## config.mk

```make
export PLATFORM = sky130hd
export DESIGN_NAME = clip_memory_sequencer
export DESIGN_NICKNAME = d
export VERILOG_FILES = /design/src/rtl/clip_seq_pkg.sv /design/src/rtl/clip_addr_counter.sv /design/src/rtl/clip_memory_sequencer.sv
export SDC_FILE = /design/constraint.sdc
export NUM_CORES = 1
export LEC_CHECK = 0
export ABC_CLOCK_PERIOD_IN_PS = 3780
export BUFFER_PORTS_ARGS = -buffer_cell sky130_fd_sc_hd__clkbuf_2
export CAP_MARGIN = 40
export CELL_PAD_IN_SITES_DETAIL_PLACEMENT = 0
export CELL_PAD_IN_SITES_GLOBAL_PLACEMENT = 1
export CORE_MARGIN = 2
export CORE_UTILIZATION = 42
export DETAILED_ROUTE_END_ITERATION = 12
export GPL_TIMING_DRIVEN = 0
export PLACE_DENSITY_LB_ADDON = 0.1
export SETUP_SLACK_MARGIN = 0.4
export SYNTH_ARGS = -nofsm -noshare
export SYNTH_HDL_FRONTEND = slang
export SYNTH_SLANG_ARGS = --single-unit
```

## constraint.sdc

```tcl
create_clock -name clock -period 3.78 [get_ports clock]
set_input_delay 0 -clock clock [delete_from_list [all_inputs] [get_ports clock]]
set_output_delay 0 -clock clock [all_outputs]
set_load 0.01 [all_outputs]
```

## src/rtl/clip_seq_pkg.sv

```systemverilog
// Shared types for the clip memory sequencer.
// Holds FSM states, clip select type and default widths.
package clip_seq_pkg;

  localparam int DEF_ADDR_W   = 17;
  localparam int DEF_SAMPLE_W = 8;

  typedef enum logic [1:0] {
    IDLE,
    REC,
    PLAY,
    PLAY_RD
  } state_t;

  typedef logic clip_id_t;

endpackage

```

## src/rtl/clip_addr_counter.sv

```systemverilog
// Loadable, clearable address counter.
// Saturates at limit and flags the terminal count.
module clip_addr_counter #(
  parameter int W = 17
) (
  input  logic         clock,
  input  logic         reset,
  input  logic         clr,
  input  logic         load,
  input  logic [W-1:0] load_val,
  input  logic         inc,
  input  logic [W-1:0] limit,
  output logic [W-1:0] count,
  output logic         at_limit
);

  assign at_limit = (count == limit);

  always_ff @(posedge clock) begin
    if (!reset) begin
      count <= '0;
    end else if (clr) begin
      count <= '0;
    end else if (load) begin
      count <= load_val;
    end else if (inc && !at_limit) begin
      count <= count + W'(1);
    end
  end

endmodule

```

## src/rtl/clip_memory_sequencer.sv

```systemverilog
// Record/playback sequencer for two clip memories.
// Owns the shared address bus and per-clip length/valid.
module clip_memory_sequencer
  import clip_seq_pkg::*;
#(
  parameter int ADDR_W     = DEF_ADDR_W,
  parameter int SAMPLE_W   = DEF_SAMPLE_W,
  parameter int CLIP_DEPTH = 96000
) (
  input  logic                clock,
  input  logic                reset,
  input  logic                play_req,
  input  logic                record_req,
  input  logic                stop_req,
  input  logic                clip_sel,
  input  logic                des_valid,
  input  logic [SAMPLE_W-1:0] des_data,
  input  logic                ser_ready,
  output logic                ser_valid,
  output logic [SAMPLE_W-1:0] ser_data,
  output logic [ADDR_W-1:0]   mem_addr,
  output logic [SAMPLE_W-1:0] mem_wdata,
  input  logic [SAMPLE_W-1:0] mem1_rdata,
  input  logic [SAMPLE_W-1:0] mem2_rdata,
  output logic                mem1_en,
  output logic                mem1_wen,
  output logic                mem2_en,
  output logic                mem2_wen,
  output logic                enable_des,
  output logic                enable_ser,
  output logic                busy,
  output logic                done,
  output logic [1:0]          clip_valid
);

  // One extra bit so a full clip length is representable.
  localparam int LEN_W = ADDR_W + 1;
  localparam logic [ADDR_W-1:0] LAST =
    ADDR_W'(CLIP_DEPTH - 1);

  typedef logic [LEN_W-1:0] len_t;

  state_t   state, state_n;
  clip_id_t sel, sel_n;

  logic [ADDR_W-1:0] addr;
  logic              at_last;
  logic              cnt_clr;
  logic              cnt_load;
  logic              cnt_inc;

  len_t       clip_len [2];
  len_t       len_n;
  logic       len_we;
  logic [1:0] valid_q, valid_n;

  logic end_pend, end_pend_n;
  logic done_n;
  logic ser_valid_n;
  logic mem_en, mem_wen;

  logic [SAMPLE_W-1:0] rdata;

  clip_addr_counter #(
    .W (ADDR_W)
  ) u_addr (
    .clock    (clock),
    .reset    (reset),
    .clr      (cnt_clr),
    .load     (cnt_load),
    .load_val ('0),
    .inc      (cnt_inc),
    .limit    (LAST),
    .count    (addr),
    .at_limit (at_last)
  );

  always_comb begin
    state_n     = state;
    sel_n       = sel;
    valid_n     = valid_q;
    len_we      = 1'b0;
    len_n       = '0;
    end_pend_n  = end_pend;
    done_n      = 1'b0;
    ser_valid_n = 1'b0;
    cnt_clr     = 1'b0;
    cnt_load    = 1'b0;
    cnt_inc     = 1'b0;
    mem_en      = 1'b0;
    mem_wen     = 1'b0;
    unique case (state)
      IDLE: begin
        if (play_req) begin
          if (valid_q[clip_sel]) begin
            sel_n      = clip_sel;
            cnt_load   = 1'b1;
            end_pend_n = 1'b0;
            state_n    = PLAY;
          end
        end else if (record_req) begin
          sel_n             = clip_sel;
          cnt_load          = 1'b1;
          valid_n[clip_sel] = 1'b0;
          state_n           = REC;
        end
      end
      REC: begin
        mem_en  = des_valid;
        mem_wen = des_valid;
        if ((des_valid && at_last) || stop_req) begin
          len_we       = 1'b1;
          len_n        = {1'b0, addr} + LEN_W'(des_valid);
          valid_n[sel] = (len_n != '0);
          done_n       = 1'b1;
          cnt_clr      = 1'b1;
          state_n      = IDLE;
        end else begin
          cnt_inc = des_valid;
        end
      end
      PLAY: begin
        if (({1'b0, addr} == clip_len[sel]) ||
            stop_req || end_pend) begin
          done_n  = 1'b1;
          cnt_clr = 1'b1;
          state_n = IDLE;
        end else if (ser_ready) begin
          mem_en  = 1'b1;
          state_n = PLAY_RD;
        end
      end
      PLAY_RD: begin
        ser_valid_n = 1'b1;
        cnt_inc     = 1'b1;
        state_n     = PLAY;
        // Last slot cannot be stepped past; end like a stop.
        if (stop_req || at_last) end_pend_n = 1'b1;
      end
      default: state_n = IDLE;
    endcase
  end

  always_ff @(posedge clock) begin
    if (!reset) begin
      state       <= IDLE;
      sel         <= '0;
      valid_q     <= '0;
      clip_len[0] <= '0;
      clip_len[1] <= '0;
      end_pend    <= 1'b0;
      done        <= 1'b0;
      ser_valid   <= 1'b0;
      ser_data    <= '0;
    end else begin
      state     <= state_n;
      sel       <= sel_n;
      valid_q   <= valid_n;
      end_pend  <= end_pend_n;
      done      <= done_n;
      ser_valid <= ser_valid_n;
      if (len_we) clip_len[sel] <= len_n;
      if (ser_valid_n) ser_data <= rdata;
    end
  end

  assign rdata      = sel ? mem2_rdata : mem1_rdata;
  assign mem_addr   = addr;
  assign mem_wdata  = des_data;
  assign mem1_en    = mem_en  & ~sel;
  assign mem1_wen   = mem_wen & ~sel;
  assign mem2_en    = mem_en  &  sel;
  assign mem2_wen   = mem_wen &  sel;
  assign enable_des = (state == REC);
  assign enable_ser = (state == PLAY) ||
                      (state == PLAY_RD);
  assign busy       = (state != IDLE);
  assign clip_valid = valid_q;

endmodule

```

; Yosys cells after proc, flatten, opt, wreduce, memory -nomap -nowiden
; Memories as Yosys holds them, arrays and structs flattened. A register that Yosys moved wholly into a read port is not among the register bits.
; Index checks and enable logic that the tools add are counted.
[totals]
latchBits = 0
input_bits = 32
output_inout_bits = 44
ram_bits = 36
rom_bits = 0
word_cells = 112
ff_bits = 33
mem_count = 1
[classes]
n_addsub = 2
multipliers = 0
n_shift = 0
magnitude_cmp = 4
n_reduce_logical = 22
bitwise_logic = 8
n_div = 0
n_mux = 52
n_eq_ne = 15
[memory_table]
columns = memory, words, width, rd, rd_clocked_by_memory_dff, write_ports, line_no
row1 = clip_len, 2, 18, 1, 1, 2, clip_memory_sequencer.sv:52  ; len_t clip_len [2];
[ops]
columns = cell, n
row1 = $mux W18, 3
row2 = $mux W1, 30
row3 = $add A17 B1 Y18, 1
row4 = $eq A17 B18 Y1, 1
row5 = $mux W2, 9
row6 = $reduce_bool A18 Y1, 1
row7 = $reduce_or A18 Y1, 1
row8 = $add A17 B1 Y17 const B, 1
row9 = $eq A17 B17 Y1 const B, 1
row10 = $reduce_and A4 Y1, 3
row11 = $ne A2 B2 Y1 const B, 5
row12 = $ne A3 B3 Y1 const B, 3
row13 = $mux W8, 1
row14 = $pmux W1 S2, 4
row15 = $pmux W2 S4, 1
row16 = $reduce_bool A2 Y1, 4
row17 = $logic_or A1 B1 Y1, 5
row18 = $and A1 B1 Y1, 4
row19 = $eq A2 B2 Y1 const B, 2
row20 = $logic_and A1 B1 Y1, 4
row21 = $lt A1 B2 Y1 const B, 2
row22 = $ne A2 B1 Y1 const B, 2
row23 = $pmux W2 S2, 1
row24 = $reduce_and A3 Y1, 1
row25 = other kinds (10), 13

; Longest topological paths before layout
; Gate-level depths: netlist of the first run.
[depth]
depth_word = 10
mapped_depth = 10
ltp_nobuf = 9

; Modules after synthesis
; A second synthesis of the first run with hierarchy kept.
[hier_totals]
cells_unflattened = 483
area_unflattened_um2 = 4426.7
[by_module_without_submodules]
columns = module, seq_area_each_um2, instances, cells_per_inst, area_per_inst_um2
row1 = clip_memory_sequencer, 1421.4, 1, 337, 3249.4
row2 = clip_addr_counter, 340.3, 1, 146, 1177.4

; Worst setup path before layout of the first run
; OpenSTA, ideal clock, no wires.
[synth_path]
path_type = reg2reg
start = register u_addr.count[12]
end = memory clip_len[1][0] (netlist bit), enable pin
period_less_slack_ns = 2.888
arrival_ns = 2.514
slack_ns = 0.892
required_ns = 3.405
stages_incl_launch_ff = 9
setup_ns = 0.375
n_path_buf = 2
cell_sequence = dfxtp_1 buf_2 or4b_4 nor4_4 a21oi_1 nor2_1 nand3_2 buf_6 nand2_1
[synth_lines]
columns = element, line_no
row1 = start: declaration, clip_addr_counter.sv:13  ; output logic [W-1:0] count,
row2 = start signal: assignment, clip_addr_counter.sv:25  ; count <= load_val;
row3 = start signal: assignment, clip_addr_counter.sv:27  ; count <= count + W'(1);
row4 = end: declaration, clip_memory_sequencer.sv:52

==> results.sh, run 1 <==
export IMPL_drive_above_1_share=0.247
export IMPL_grt_max_degree=19
export IMPL_netlist_instances=403
export IMPL_viasPerCell=5.18
export IMPL_cp_buffers_inverters=2
export IMPL_layout_setup_ws_ps=633
export IMPL_finalHoldViolations=0
export IMPL_fin_nets=536
export IMPL_num_vias=3175
export IMPL_slowest_stage="or4b_4"
export IMPL_post_route_min_period_ps=3150
export IMPL_worst_path_stages=8
export IMPL_skew_ps=7.73
export IMPL_multi_input_area_um2=1930
export IMPL_coreArea_um2=9150
export IMPL_ios=76
export IMPL_synth_async_sr_flop_share=0
export IMPL_firstDrtPassIters=5
export IMPL_num_rows=35
export IMPL_path_cells="buf_2 > or4b_4 > nor4_4 > a21oi_1 > nor2_1 > nand3_2 > buf_6 > nand2_2"
export IMPL_leakagePower_nw=1.79
export IMPL_cts_htree_levels=3
export IMPL_syn_avg_cell_area_um2=9.75
export IMPL_required_ps=3770
export IMPL_endpoint_kind="register"
export IMPL_setup_violations=0
export IMPL_die_area_um2=10100
export IMPL_critPathTopFamily="simple AND/OR/NAND/NOR gates"
export IMPL_ant_nets=0
export IMPL_clk_path_buf_depth=2
export IMPL_min_path_type="input pin to register"
export IMPL_crit_fanout=18
export IMPL_cts_tree="yes"
export IMPL_setup_tns_final_ps=0
export IMPL_die_w_um=101
export IMPL_synth_seq_cells=70
export IMPL_peakVddDrop_mv=0.288
export IMPL_grt_pass1_vias=3017
export IMPL_cts_clk_slew_worst_paths_ps=80
export IMPL_ys_types=52
export IMPL_ys_flop_type="edfxtp_1"
export IMPL_critPathKind="register to register"
export IMPL_fillers=839
export IMPL_cts_setup_buffers=0
export IMPL_fin_util=0.523
export IMPL_initial_core_util=0.429
export IMPL_syn_nets=442
export IMPL_gp_congestion=0.870
export IMPL_hpwl_um=7350
export IMPL_worstPathArrival_ps=3130
export IMPL_ys_seq_area_frac=0.448
export IMPL_root_buffer="clkbuf_8"
export IMPL_hold_worst_slack_ps=11.0
export IMPL_reg2reg_depth=8
export IMPL_portBuffers=67
export IMPL_diodes=0
export IMPL_clock_fmax_mhz=318
export IMPL_drc=0
export IMPL_wl_per_cell_um=15.9
export IMPL_regArea_um2=1760
export IMPL_clk_latency_ps=340
export IMPL_synthesis_area_um2=3930
export IMPL_slew_headroom=0.515
export IMPL_synth_edf_count=36
export IMPL_antenna_found_initial=0
export IMPL_min_path_cells=3
export IMPL_slowest_delay_ps=560
export IMPL_grt_pass1_wl_um=15500
export IMPL_status="completed"
export IMPL_cap_violations=0
export IMPL_die_h_um=101
export IMPL_tightest_slew_ps=721
export IMPL_maxSlewViolCount=0
export IMPL_clock_sinks=70
export IMPL_crit_path_start_kind="register"
export IMPL_rsz0062_at_grt="no"
export IMPL_grt_overflow=0
export IMPL_pre_cts_ws_ps=351
export IMPL_drt_iter0_drc=156
export IMPL_p_per_area_nw_per_um2=440
export IMPL_areaGrowthSynthToFinish_pct=21.9
export IMPL_ys_warn_count=0
export IMPL_totalWireLength_um=9740
export IMPL_grtUsageTotal=0.202
export IMPL_period_share=0.832
export IMPL_cts_buffers=9
-- cell type report --
type                    instances  share of cell area
inverters                      13              0.0102
well taps                     111              0.0290
plain buffers                  34              0.0426
repair buffers                 83               0.103
multi-input cells             286               0.402
flip-flops and latches         70               0.368
clock buffers                  10              0.0267
clock inverters                 6              0.0180
-- metal layers --
metal	vias up	global-route usage	share of wire
li1	1599	-	-
met4	0	0.0653	0.015
met5	-	0	0
met1	1482	0.304	0.49
met3	13	0.0368	0.044
met2	81	0.293	0.45
-- worst reg2reg max path, stage by stage (launching register included) --
cell and delay, ps:
dfxtp_1 310, buf_2 180, or4b_4 560, nor4_4 400, a21oi_1 150, nor2_1 270, nand3_2 290, buf_6 250
nand2_2 370
-- layout by cell type (no fill, tap or decap), types with 3 or more instances in the layout --
cell           count
nor2_1            71
clkbuf_2          68
xnor2_1           44
edfxtp_1          36
dfxtp_1           34
mux2i_1           28
nor3_1            28
dlygate4sd3_1     16
nand2_1           14
inv_1             12
clkbuf_1          11
nand3_1           11
nand4_1           10
buf_2              9
buf_4              9
clkbuf_8           9
nor4_1             8
a21oi_1            7
a211oi_1           7
ha_1               7
xor2_1             5
buf_6              4
a31oi_1            4
o211a_1            4
and3_1             3
-- flip-flops by register name (all words and copies together), names as in the netlist, named ones only --
name / count
clip_valid: 2
ser_data: 8
end_pend: 1
state: 2
done: 1
ser_valid: 1
u_addr.count: 17
clip_len: 36
sel: 1
-- worst paths after layout --
path | from | to | slack, ps
max | u_addr.count[11] | clip_len[0][13] | 630
min | clip_sel | sel | 10
max reg2reg | u_addr.count[11] | clip_len[0][13] | 630
min reg2reg | ser_data[5] | ser_data[5] | 490
-- synthesized netlist by cell type (all sizes together) (2+ instances only) --
library cell / instances / share of area
edfxtp: 36 / 0.28
nand2b: 2 / 0.0032
buf: 23 / 0.041
nor2: 71 / 0.068
o211a: 4 / 0.010
xnor2: 44 / 0.098
nand4: 10 / 0.016
o2bb2ai: 2 / 0.0045
inv: 12 / 0.011
and3: 3 / 0.0048
and2: 2 / 0.0032
o21ai: 2 / 0.0025
nand2: 16 / 0.015
nor3: 28 / 0.036
clkbuf: 11 / 0.011
a31oi: 4 / 0.0064
mux2i: 28 / 0.071
nand3: 13 / 0.019
dfxtp: 34 / 0.17
xor2: 5 / 0.011
ha: 7 / 0.022
a21oi: 7 / 0.0089
a211oi: 9 / 0.022
nor4: 10 / 0.021
o221ai: 2 / 0.0045
or2: 2 / 0.0032
-- kinds of logic after synthesis --
group	after synthesis	share of synthesized area
mux	29	0.0742
simple gates	161	0.199
flops	70	0.448
compound gates	40	0.0825
buf+inv	47	0.0643
fa+ha+maj	7	0.0223
xor+xnor	49	0.109
-- stage by stage --
stage / cells / total power [mW] / cell area (um2)
finish: 613 / 2.11 / 4790
floorplan: 403 / 1.28 / 3930
detailed placement: 581 / 1.44 / 4400
global placement: 581 / 1.43 / 4400
global route: 613 / 2.22 / 4790
CTS: 613 / 2.12 / 4780
-- power by group --
part | switching [mW] | internal, mW
Combinational | 0.326 | 0.231
Sequential | 0.0332 | 0.849
Clock | 0.299 | 0.371
-- repair_timing --
action	in CTS	in global routing
resized for setup	2	1
hold endpoints to repair	8	0
setup endpoints to repair	36	2
pin swaps	0	0
hold buffers	16	0
(Power assumes the default switching activity.)
==> run 2: changes to the inputs <==
- ABC_CLOCK_PERIOD_IN_PS: 3780 -> 3300
- clock period: 3.78 -> 3.3 ns (I/O delays scaled with it)
==> run 2 against run 1 <==
Sequential cell count unchanged. Non-clock buffer count increased by 3. Maximum frequency increased by 15%. Clock power increased by 15%. First-iteration DRC count increased by 1.3%.
==> results.sh, run 2 (same netlist as run 1, synthesis figures left out) <==
export IMPL_cts_tree="yes"
export IMPL_drc=0
export IMPL_gp_congestion=0.870
export IMPL_root_buffer="clkbuf_8"
export IMPL_grt_max_degree=19
export IMPL_worst_r2r_endpoint="clip_len[0][4]"
export IMPL_die_w_um=101
export IMPL_endpoint_kind="register"
export IMPL_skew_ps=9.83
export IMPL_worstPathArrival_ps=2770
export IMPL_critPathKind="register to register"
export IMPL_min_delay_start="clip_sel"
export IMPL_clk_path_buf_depth=2
export IMPL_areaGrowthSynthToFinish_pct=24.1
export IMPL_num_vias=3200
export IMPL_rsz0062_at_grt="yes"
export IMPL_grt_pass1_vias=3017
export IMPL_finalHoldViolations=0
export IMPL_ant_nets=0
export IMPL_reg_largest_list="clip_len x36, u_addr.count x17, ser_data x8"
export IMPL_cap_violations=0
export IMPL_power_mw=2.44
export IMPL_die_h_um=101
export IMPL_diodes=0
export IMPL_period_share=0.831
export IMPL_firstDrtPassIters=4
export IMPL_grtUsageTotal=0.202
export IMPL_antenna_found_initial=0
export IMPL_wl_per_cell_um=16.0
export IMPL_comb_power_share=0.269
export IMPL_tightest_slew_ps=785
export IMPL_min_path_type="input pin to register"
export IMPL_initial_core_util=0.429
export IMPL_maxSlewViolCount=0
export IMPL_die_area_um2=10100
export IMPL_setup_violations=0
export IMPL_post_route_min_period_ps=2740
export IMPL_power_switching_uw=766
export IMPL_leakagePower_nw=1.84
export IMPL_crit_path_start_kind="register"
export IMPL_grt_pass1_wl_um=15500
export IMPL_clock_sinks=70
export IMPL_portBuffers=67
export IMPL_sw_frac_of_total=0.314
export IMPL_cts_buffers=9
export IMPL_final_common_cell="clkbuf_2"
export IMPL_reg2reg_depth=8
export IMPL_crit_fanout=18
export IMPL_top_register="clip_len"
export IMPL_cts_clk_slew_worst_paths_ps=90
export IMPL_p_per_area_nw_per_um2=500
export IMPL_required_ps=3320
export IMPL_clkPwrFrac=0.316
export IMPL_status="completed"
export IMPL_hpwl_um=7350
export IMPL_peakVddDrop_mv=0.330
export IMPL_final_cell_mix="clkbuf_2 (73), nor2_1 (70), xnor2_1 (43)"
export IMPL_setup_tns_final_ps=0
export IMPL_hold_end="sel"
export IMPL_ios=76
export IMPL_cts_htree_levels=3
export IMPL_clk_latency_ps=350
export IMPL_clock_fmax_mhz=365
export IMPL_slew_headroom=0.477
export IMPL_drive_above_1_share=0.271
export IMPL_min_path_cells=3
export IMPL_internal_power_mw=1.67
export IMPL_drt_iter0_drc=158
export IMPL_totalWireLength_um=9830
export IMPL_grt_overflow=0
export IMPL_r2r_start="u_addr.count[11]"
export IMPL_num_rows=35
export IMPL_r2r_slack_ps=560
export IMPL_viasPerCell=5.19
export IMPL_power_frac_seq=0.415
export IMPL_fin_nets=539
export IMPL_largest_reg_flops=36
export IMPL_coreArea_um2=9150
## run 2: power by group through the flow
| stage | Clock (mW) | Sequential (mW) | Combinational (mW) |
|---|---|---|---|
| finish | 0.771 | 1.01 | 0.654 |
| global route | 0.816 | 1.02 | 0.722 |
| CTS | 0.779 | 1.01 | 0.649 |
| detailed placement | 0 | 1.03 | 0.615 |
| global placement | 0 | 1.03 | 0.610 |
| floorplan | 0 | 1.03 | 0.439 |
## run 2: what timing repair did
action | CTS | global route
setup buffers | 1 | 2
setup endpoints to repair | 40 | 38
hold buffers | 16 | 0
gates resized for setup | 8 | 16
cloned | 0 | 0
hold endpoints to repair | 8 | 0
pin swaps | 1 | 2
## run 2: worst max path at each step
stage / slack, ps / start / end / depth (start not counted)
finish: 560 / u_addr.count[11] / clip_len[0][4] / 8
global route: 390 / u_addr.count[0] / clip_valid[0] / 9
CTS: 370 / u_addr.count[11] / clip_len[1][3] / 8
detailed placement: -130 / u_addr.count[11] / clip_len[1][14] / 8
global placement: -150 / u_addr.count[11] / clip_len[0][14] / 8
floorplan: 410 / u_addr.count[12] / clip_len[1][0] / 8
## run 2: stage by stage
stage | util | worst slack (ps) | area (um2) | hold slack [ps] | instances
after floorplan | - | 412 | 3930 | 91.8 | 403
after global placement | 0.481 | -153 | 4400 | 189 | 581
after detailed placement | 0.481 | -129 | 4400 | 189 | 581
after CTS | 0.526 | 371 | 4820 | 7.81 | 614
after global routing | 0.533 | 391 | 4880 | 48.2 | 616
final | 0.533 | 558 | 4880 | 10.0 | 616
## run 2: area by class of cell
type	instances	area, um2
Multi-Input combinational cell	286	1980
Inverter	13	48.8
Tap cell	111	139
Clock inverter	6	86.3
Fill cell	829	4280
Sequential cell	70	1760
Buffer	34	210
Timing Repair Buffer	86	518
Clock buffer	10	128
## run 2: metal layers
metal  GRT usage  share of wire
met4      0.0653          0.013
met1       0.301           0.50
met5           0              0
met2       0.295           0.45
met3      0.0368          0.043
## run 2: critical path, cell delays in order (launching register included)
cell	delay, ps
dfxtp_1	310
buf_2	180
or4b_4	560
nor4_4	280
a21oi_1	170
nor2_2	290
nand3_4	190
buf_6	200
nand2_4	230
==> run 3: changes to the inputs <==
- ABC_CLOCK_PERIOD_IN_PS: 3300 -> 2700
- clock period: 3.3 -> 2.7 ns (I/O delays scaled with it)
==> run 3 against run 2 <==
Sequential power rose by 24%. Critical path depth rose by 1. Clock skew rose by 2.0 ps. Die area did not move. Worst setup slack got worse by 320 ps. Sequential cell count did not move. Register-to-register slack got worse by 310 ps. Hold slack improved by 49 ps. First-iteration DRC count fell by 11%. Clock power rose by 28%. Via count rose by 9.6%. Critical path type is now register to output port. Critical endpoint is now mem1_en. Largest power group unchanged. Highest routed layer unchanged.
==> results.sh, run 3 (same netlist as run 1, synthesis figures left out) <==
export IMPL_cap_violations=0
export IMPL_drt_iter0_drc=140
export IMPL_slowest_delay_ps=410
export IMPL_multi_input_area_um2=2530
export IMPL_portBuffers=67
export IMPL_die_w_um=101
export IMPL_min_path_cells=4
export IMPL_grt_pass1_wl_um=17000
export IMPL_r2r_slack_ps=250
export IMPL_areaGrowthSynthToFinish_pct=48.9
export IMPL_p_per_area_nw_per_um2=558
export IMPL_cts_tree="yes"
export IMPL_final_common_cell="clkbuf_2"
export IMPL_tightest_slew_ps=1020
export IMPL_endpoint_kind="output port"
export IMPL_ios=76
export IMPL_regArea_um2=1780
export IMPL_status="completed"
export IMPL_wl_per_cell_um=17.2
export IMPL_fin_util=0.639
export IMPL_period_share=0.912
export IMPL_worst_r2r_endpoint="clip_len[1][4]"
export IMPL_slew_headroom=0.321
export IMPL_clk_latency_ps=350
export IMPL_totalWireLength_um=11300
export IMPL_maxSlewViolCount=0
export IMPL_dp_cells=581
export IMPL_r2r_start="u_addr.count[11]"
export IMPL_critPathTopFamily="simple AND/OR/NAND/NOR gates"
export IMPL_required_ps=2700
export IMPL_die_h_um=101
export IMPL_peakVddDrop_mv=0.450
export IMPL_grtUsageTotal=0.220
export IMPL_root_buffer="clkbuf_8"
export IMPL_leakagePower_nw=2.20
export IMPL_pre_cts_ws_ps=-190
export IMPL_ant_nets=0
export IMPL_num_vias=3507
export IMPL_rsz0062_at_grt="yes"
export IMPL_cts_clk_slew_worst_paths_ps=90
export IMPL_grt_overflow=0
export IMPL_grt_max_degree=14
export IMPL_diodes=0
export IMPL_cts_buffers=9
export IMPL_fin_nets=577
export IMPL_min_path_type="input pin to register"
export IMPL_post_route_min_period_ps=2460
export IMPL_min_delay_start="ser_ready"
export IMPL_viasPerCell=5.36
export IMPL_cp_buffers_inverters=2
export IMPL_setup_violations=0
export IMPL_reg_largest_list="clip_len x36, u_addr.count x17, ser_data x8"
export IMPL_slowest_stage="dfxtp_4"
export IMPL_grt_pass1_vias=3281
export IMPL_drc=0
export IMPL_finalHoldViolations=0
export IMPL_fillers=730
export IMPL_path_cells="buf_12 > mux2i_4 > xnor2_1 > nor4_1 > nand3_1 > o211ai_1 > o21ai_1 > and3_1 > clkbuf_2"
export IMPL_crit_path_start_kind="register"
export IMPL_num_rows=35
export IMPL_clk_path_buf_depth=2
export IMPL_largest_reg_flops=36
export IMPL_hpwl_um=7180
export IMPL_stdcell_count=654
export IMPL_coreArea_um2=9150
export IMPL_worstPathArrival_ps=2460
export IMPL_firstDrtPassIters=5
export IMPL_clock_fmax_mhz=406
export IMPL_initial_core_util=0.429
export IMPL_skew_ps=11.9
export IMPL_die_area_um2=10100
export IMPL_reg2reg_depth=9
export IMPL_drive_above_1_share=0.440
export IMPL_cts_htree_levels=3
export IMPL_critPathKind="register to output port"
export IMPL_layout_setup_ws_ps=237
export IMPL_gp_congestion=0.841
export IMPL_crit_fanout=7
export IMPL_power_mw=3.26
export IMPL_antenna_found_initial=0
export IMPL_top_register="clip_len"
export IMPL_final_cell_mix="clkbuf_2 (73), nor2_1 (55), xnor2_1 (43)"
export IMPL_clock_sinks=70
export IMPL_hold_end="state[1]"
run 3: changes by cell type in the layout (fill, tap and decap cells not counted), moves of 8 or more:
cell     before  now
nor2_1       70   55
nor3_1       28    9
nor3_2        0   15
nor2_4        0   15
mux2i_1      28   17
buf_4        12   28
mux2i_2       0    8
buf_6         4   16
run 3: report_power, final:
part,switching (mW),internal [mW]
Clock,0.432,0.558
Combinational,0.566,0.460
Sequential,0.0561,1.19
run 3: through the flow:
step,TNS (ps),hold WS [ps],instance area (um2)
after floorplan,0,91.8,4000
after global placement,-350,189,4480
after detailed placement,-373,188,4480
after CTS,0,57.0,5380
after global routing,0,105,5850
final,0,58.9,5850
run 3: worst max path at each step:
stage / start / endpoint / slack [ps] / cells past startpoint
2_1_floorplan: u_addr.count[12] / clip_len[1][0] / 400 / 8
3_3_place_gp: u_addr.count[2] / clip_valid[0] / -180 / 8
3_5_place_dp: u_addr.count[2] / clip_valid[1] / -190 / 8
4_1_cts: register / mem1_en / 190 / 9
5_1_grt: register / mem1_en / 5 / 9
6_report: register / mem1_en / 240 / 9
run 3: metal layers:
metal | global-route usage | up-vias | share of wire
met1 | 0.304 | 1689 | 0.46
met5 | 0 | - | 0
li1 | - | 1702 | -
met4 | 0.0896 | 0 | 0.021
met3 | 0.0340 | 21 | 0.040
met2 | 0.346 | 95 | 0.48
run 3: repair_timing:
item / 4_1_cts / 5_1_grt
setup buffers: 25 / 5
hold endpoints to repair: 10 / 0
hold buffers: 17 / 0
endpoints found under the setup margin: 79 / 84
pin swaps: 32 / 39
cloned: 5 / 5
gates resized for setup: 62 / 82
run 3: area by class of cell:
class                   count  area share
clock buffers              11      0.0248
clock inverters             5      0.0141
repair buffers            118       0.142
well taps                 111      0.0237
multi-input cells         292       0.432
plain buffers              34      0.0509
flip-flops and latches     70       0.304
inverters                  13     0.00834
run 3: worst min-delay path: stages:
cell and delay [ps]:
clkbuf_2 120, mux2i_1 80, nor2_1 90, o21a_1 100
